File: src/rtl/clk_div_bank_pkg.sv
// clk_div_bank_pkg: shared constants and helpers for the clock-divider bank.
// System clock rate, default counter width, half-period calculator and
// channel-index width helper.
package clk_div_bank_pkg;

    localparam int unsigned SYS_CLK_HZ = 50000000;
    localparam int          CNT_W_DEF  = 27;

    // Half-period count minus 1 for a target output frequency.
    function automatic int unsigned half_from_hz(input int unsigned f_hz);
        return (SYS_CLK_HZ / f_hz) / 2 - 1;
    endfunction

    // Width of a channel index; at least one bit even for a single channel.
    function automatic int ch_idx_w(input int n);
        return (n > 1) ? $clog2(n) : 1;
    endfunction

endpackage

File: src/rtl/clk_div_chan.sv
// clk_div_chan: one divider channel -- counter, shadow/active limits,
// registered square-wave output and toggle strobe.
// CLK_DIV_BANK_DUTY_EN: separate high/low phase limits selected by 'hi'.
module clk_div_chan #(
    parameter int          CNT_W    = 27,
    parameter int unsigned DEF_HALF = 24999
)(
    input  logic             clk,
    input  logic             rst_n,
    input  logic             en,
    input  logic             sync,
    input  logic             we,
    input  logic             hi,
    input  logic [CNT_W-1:0] half,
    output logic             out,
    output logic             tick
);

    localparam logic [CNT_W-1:0] DEF_LIM = CNT_W'(DEF_HALF);

    logic [CNT_W-1:0] cnt;
    logic [CNT_W-1:0] lim;
    logic             run;   // set once the first enabled edge has armed the counter
    logic             load;  // shadow -> active transfer this edge

    // Active limits may only change while the counter sits at 0 (toggle,
    // idle, arming or sync), so a running phase is never shortened.
    assign load = sync || !en || !run || (cnt == lim);

`ifdef CLK_DIV_BANK_DUTY_EN
    logic [CNT_W-1:0] sh_hi, sh_lo, act_hi, act_lo;
    logic [CNT_W-1:0] sh_hi_nxt, sh_lo_nxt;

    // Next shadow values; a same-cycle write is what gets loaded.
    always_comb begin
        sh_hi_nxt = (we && hi)  ? half : sh_hi;
        sh_lo_nxt = (we && !hi) ? half : sh_lo;
    end

    // Shadow and active limit registers for both phases.
    always_ff @(posedge clk or negedge rst_n) begin
        if (!rst_n) begin
            sh_hi  <= DEF_LIM;
            sh_lo  <= DEF_LIM;
            act_hi <= DEF_LIM;
            act_lo <= DEF_LIM;
        end else begin
            sh_hi <= sh_hi_nxt;
            sh_lo <= sh_lo_nxt;
            if (load) begin
                act_hi <= sh_hi_nxt;
                act_lo <= sh_lo_nxt;
            end
        end
    end

    assign lim = out ? act_hi : act_lo;
`else
    logic [CNT_W-1:0] sh, act, sh_nxt;
    logic             unused_hi;

    assign unused_hi = hi;

    // Next shadow value; a same-cycle write is what gets loaded.
    always_comb begin
        sh_nxt = we ? half : sh;
    end

    // Single shadow/active limit shared by both phases.
    always_ff @(posedge clk or negedge rst_n) begin
        if (!rst_n) begin
            sh  <= DEF_LIM;
            act <= DEF_LIM;
        end else begin
            sh <= sh_nxt;
            if (load) act <= sh_nxt;
        end
    end

    assign lim = act;
`endif

    // Counter/output sequencing: sync and disable clear, first enabled edge
    // arms, then count to lim and toggle.
    always_ff @(posedge clk or negedge rst_n) begin
        if (!rst_n) begin
            cnt  <= '0;
            out  <= 1'b0;
            tick <= 1'b0;
            run  <= 1'b0;
        end else if (sync) begin
            cnt  <= '0;
            out  <= 1'b0;
            tick <= 1'b0;
            run  <= en;
        end else if (!en) begin
            cnt  <= '0;
            out  <= 1'b0;
            tick <= 1'b0;
            run  <= 1'b0;
        end else if (!run) begin
            cnt  <= '0;
            tick <= 1'b0;
            run  <= 1'b1;
        end else if (cnt == lim) begin
            cnt  <= '0;
            out  <= ~out;
            tick <= 1'b1;
        end else begin
            cnt  <= cnt + 1'b1;
            tick <= 1'b0;
        end
    end

endmodule

File: src/rtl/clk_div_bank.sv
// clk_div_bank: N_CH independent programmable clock-enable / square-wave
// generators with a shared phase-aligning sync.
// CLK_DIV_BANK_DUTY_EN: per-channel high/low phase lengths (cfg_hi selects).
module clk_div_bank
    import clk_div_bank_pkg::*;
#(
    parameter int          N_CH     = 4,
    parameter int          CNT_W    = CNT_W_DEF,
    parameter int unsigned DEF_HALF = 24999,
    localparam int         CH_W     = ch_idx_w(N_CH)
)(
    input  logic             clk,
    input  logic             rst_n,
    input  logic [N_CH-1:0]  en,
    input  logic             sync,
    input  logic             cfg_we,
    input  logic [CH_W-1:0]  cfg_ch,
    input  logic             cfg_hi,
    input  logic [CNT_W-1:0] cfg_half,
    output logic [N_CH-1:0]  out,
    output logic [N_CH-1:0]  tick
);

    // Write decode: an index with no matching channel simply selects nothing.
    for (genvar i = 0; i < N_CH; i++) begin : g_ch
        logic we_i;
        assign we_i = cfg_we && (int'(cfg_ch) == i);

        clk_div_chan #(
            .CNT_W    (CNT_W),
            .DEF_HALF (DEF_HALF)
        ) u_chan (
            .clk   (clk),
            .rst_n (rst_n),
            .en    (en[i]),
            .sync  (sync),
            .we    (we_i),
            .hi    (cfg_hi),
            .half  (cfg_half),
            .out   (out[i]),
            .tick  (tick[i])
        );
    end

endmodule

File: config.mk
export PLATFORM = sky130hd
export DESIGN_NAME = clk_div_bank
export DESIGN_NICKNAME = d
export VERILOG_FILES = /design/src/rtl/clk_div_bank_pkg.sv /design/src/rtl/clk_div_chan.sv /design/src/rtl/clk_div_bank.sv
export SDC_FILE = /design/constraint.sdc
export NUM_CORES = 1
export LEC_CHECK = 0
export CORE_MARGIN = 8
export CORE_UTILIZATION = 30
export DETAILED_ROUTE_END_ITERATION = 10
export PLACE_DENSITY = 0.52
export SETUP_SLACK_MARGIN = 0.15
export SLEW_MARGIN = 20
export SYNTH_ARGS = -nofsm -noshare
export SYNTH_HDL_FRONTEND = slang
export SYNTH_SLANG_ARGS = --single-unit
export TNS_END_PERCENT = 100
File: constraint.sdc
create_clock -name clk -period 5.02 [get_ports clk]
set_input_delay 0.502 -clock clk [delete_from_list [all_inputs] [get_ports clk]]
set_output_delay 0.502 -clock clk [all_outputs]
set_load 0.02 [all_outputs]
==> results.cfg <==
[status]
outcome = finished clean

[critical_path]
cpPeakStageDelay_ns = 0.58
critPathArrivalTime_ns = 3.46
critPathMaxFanout = 54
crit_path_cell_trace = xor2_1 > nor4_1 > nand4_1 > o311ai_4 > buf_4 > mux2_2
cp-start-kind = flop
crit_slowest_cell = buf_4
end_kind = flop
crit_family = simple AND/OR/NAND/NOR gates
r2r_cells = 6
crit_buf_inv = 1
cp_data_required_time_ns = 5.42
path_class = reg2reg
cp.depth = 6

[logic_synthesis]
netlist_area_um2 = 15090
ys_seq_area_share_pct = 56.26
synth_largest_area_cell = dfrtp_1
synth_nets = 1209
synth_warnings = 0
syn_inst = 1167
synth.distinct_cells = 37
synthTopCellsByArea = dfrtp_1, mux2_2, dfstp_2, xor2_1, xnor2_1
ys_ff_latch = 336
syn_avg_cell_area_um2 = 12.93
synth.top_cell.area_share_pct = 45.11

[sta]
skew_ns = 0.01375
period_share_pct = 60.80
timing.setup.tns_ns = 0
min_period_ns = 3.052
slew_headroom_pct = 30.45
rsz0062_at_grt = false
slew_viol_final = 0
fmax_mhz = 327.6
finalSetupViolCount = 0
worst_slew_pin_slew_ns = 1.035
hold_viol = 0

[global_route]
grt_max_degree = 135
antenna_found_initial = 8
grt_remaining_overflow = 0
grt_pass1_vias = 9022
track_usage_pct = 11.79
grt_pass1_wl_um = 53000

[floorplan]
start_util_pct = 30.26
chipHeight_um = 240.3
die_width_um = 240.3
core_um2 = 49860
dieArea_um2 = 57730
io_pins = 46
num_rows = 82

[detailed_routing]
vias_per_cell = 4.601
drcViolationCount = 0
drt_pass1_iterations = 4
drt_iter0_drc = 483
vias = 8816
wl_um = 33800
ant_nets = 0
wl_per_cell_um = 17.64

[power]
ir_drop_uv = 228.4
internal_power_mw = 5.146
p_leak_nw = 7.064
switching_share_pct = 23.86
p_sw_mw = 1.612
clkPwrFrac_pct = 39.5
p_seq_share_pct = 49.1
p_per_area_nw_per_um2 = 389.3
comb_power_share_pct = 11.4

[cts]
root_buffer = clkbuf_16
clk_pin_slew_worst_paths_ns = 0.06
cts_tree = built
cts_htree_levels = 2
insertion_delay_ns = 0.53
cts.repair.resized = 0
cts_hold_buf = 0
clockBufferDepth = 3
clock_sinks = 336
cts_buffers = 36
cts_setup_buffers = 0

[run]
drv_cap = 0

[hold_path]
hold_path.class = in2async

[placement]
gp_congestion = 0.7242
dpl.hpwl_um = 21840
numPortBuffers = 44
place_area_um2 = 16160

[cells_and_area]
finish.instance_area_um2 = 17360
drive_gt1_share_pct = 29.15
area_delta_synth_final_pct = 15.07
nets = 1256
## power by group through the flow
stage / Sequential, mW / Combinational, mW / Clock, mW
3_5_place_dp: 3.37 / 0.784 / 0
5_1_grt: 3.36 / 0.852 / 2.86
4_1_cts: 3.33 / 0.787 / 2.76
3_3_place_gp: 3.36 / 0.764 / 0
6_report: 3.32 / 0.772 / 2.67
2_1_floorplan: 3.30 / 0.572 / 0
## routing by layer
metal / part of all wire, % / up-vias / track usage (%) / wire length [µm]
met2: 42 / 149 / 17.37 / 14350
met4: 2.0 / 0 / 3.051 / 687
met5: 0 / - / 0 / 0
met3: 5.0 / 48 / 2.177 / 1690
met1: 51 / 4503 / 17.56 / 17070
li1: - / 4116 / - / -
## cell families after synthesis
group                      after synthesis  share of synthesized area [%]
DFF                                    336                          56.26
and+or+nand+nor                        330                          11.09
muxes                                  216                          16.62
xor gates and xnor gates               208                          12.07
buffers and inverters                   61                          2.571
AOI/OAI and AO/OA                       12                          1.061
adders and majority gates                4                         0.3317
## cells in the final DEF (no fill, tap or decap), types with 6 or more instances in the layout
master and instances:
and4_1 9, clkinv_2 6, nand3_1 45, mux2_2 191
clkbuf_8 8, nor4_1 24, clkdlybuf4s50_1 43, and3_1 10
xor2_1 123, inv_1 14, dfstp_2 64, buf_4 10
nand4_1 36, nor2_1 122, clkbuf_16 37, nor3_1 19
clkbuf_1 11, xnor2_1 85, mux2_4 20, nand2_1 32
dfrtp_1 272
## worst paths after layout
kind / start / to / slack [ns]
max: g_ch[0].u_chan.cnt[15] / g_ch[0].u_chan.act[24] / 1.97
min: rst_n / g_ch[2].u_chan.act[4] / 0.03
max reg2reg: g_ch[0].u_chan.cnt[15] / g_ch[0].u_chan.act[24] / 1.97
min reg2reg: g_ch[2].u_chan.sh[18] / g_ch[2].u_chan.sh[18] / 0.49
max in group asynchronous: rst_n / g_ch[3].u_chan.sh[10] / 3.76
min in group clk: en[3] / g_ch[3].u_chan.run / 0.47
## flip-flops by register name, indices dropped and copies added (netlist names)
register          flops
g_ch.u_chan.cnt     108
g_ch.u_chan.act     108
g_ch.u_chan.tick      4
g_ch.u_chan.run       4
g_ch.u_chan.sh      108
g_ch.u_chan.out       4
## layout make-up
cell class | count | area, µm²
multi-input cells | 770 | 6230
repair buffers | 56 | 560.5
clock inverters | 10 | 107.6
flip-flops and latches | 336 | 8488
diodes | 2 | 5.005
fillers | 4960 | 32500
clock buffers | 56 | 1077
well taps | 672 | 840.8
inverters | 14 | 52.55
## per-stage QoR
| stage | power [mW] | worst slack [ns] | instances | util [%] | hold WS (ns) |
|---|---|---|---|---|---|
| global placement | 4.127 | 2.005 | 1848 | 32.41 | 0.4750 |
| finish | 6.759 | 1.968 | 1916 | 34.82 | 0.02705 |
| global route | 7.076 | 1.866 | 1914 | 34.81 | 0.1003 |
| detailed placement | 4.156 | 1.993 | 1848 | 32.41 | 0.4796 |
| CTS | 6.875 | 1.976 | 1914 | 34.78 | 0.06865 |
| floorplan | 3.874 | 2.765 | 1167 | - | 0.2064 |
## synthesized netlist by cell type, drive strengths merged
master  count
nor4b       4
buf        29
and3       10
nand2b      4
dfrtp     272
nor2b       5
nand2      32
nor3b       2
nor3       19
and2        2
xor2      123
nor2      122
dfstp      64
or3         1
nand4      37
or2         4
xnor2      85
o311ai      4
and4       10
clkbuf     18
nor4       27
inv        14
o41ai       4
or4b        4
a21oi       4
nand3b      2
mux2      216
ha          4
nand3      45
## worst reg2reg max path: cells and delay by family, from the launching register on
family	cells	cell delay, ns
mux	1	0.45
buf+inv	1	0.58
flops	1	0.44
xor+xnor	1	0.18
compound gates	1	0.38
simple gates	2	0.91
Power figures use the tool's default switching activity.
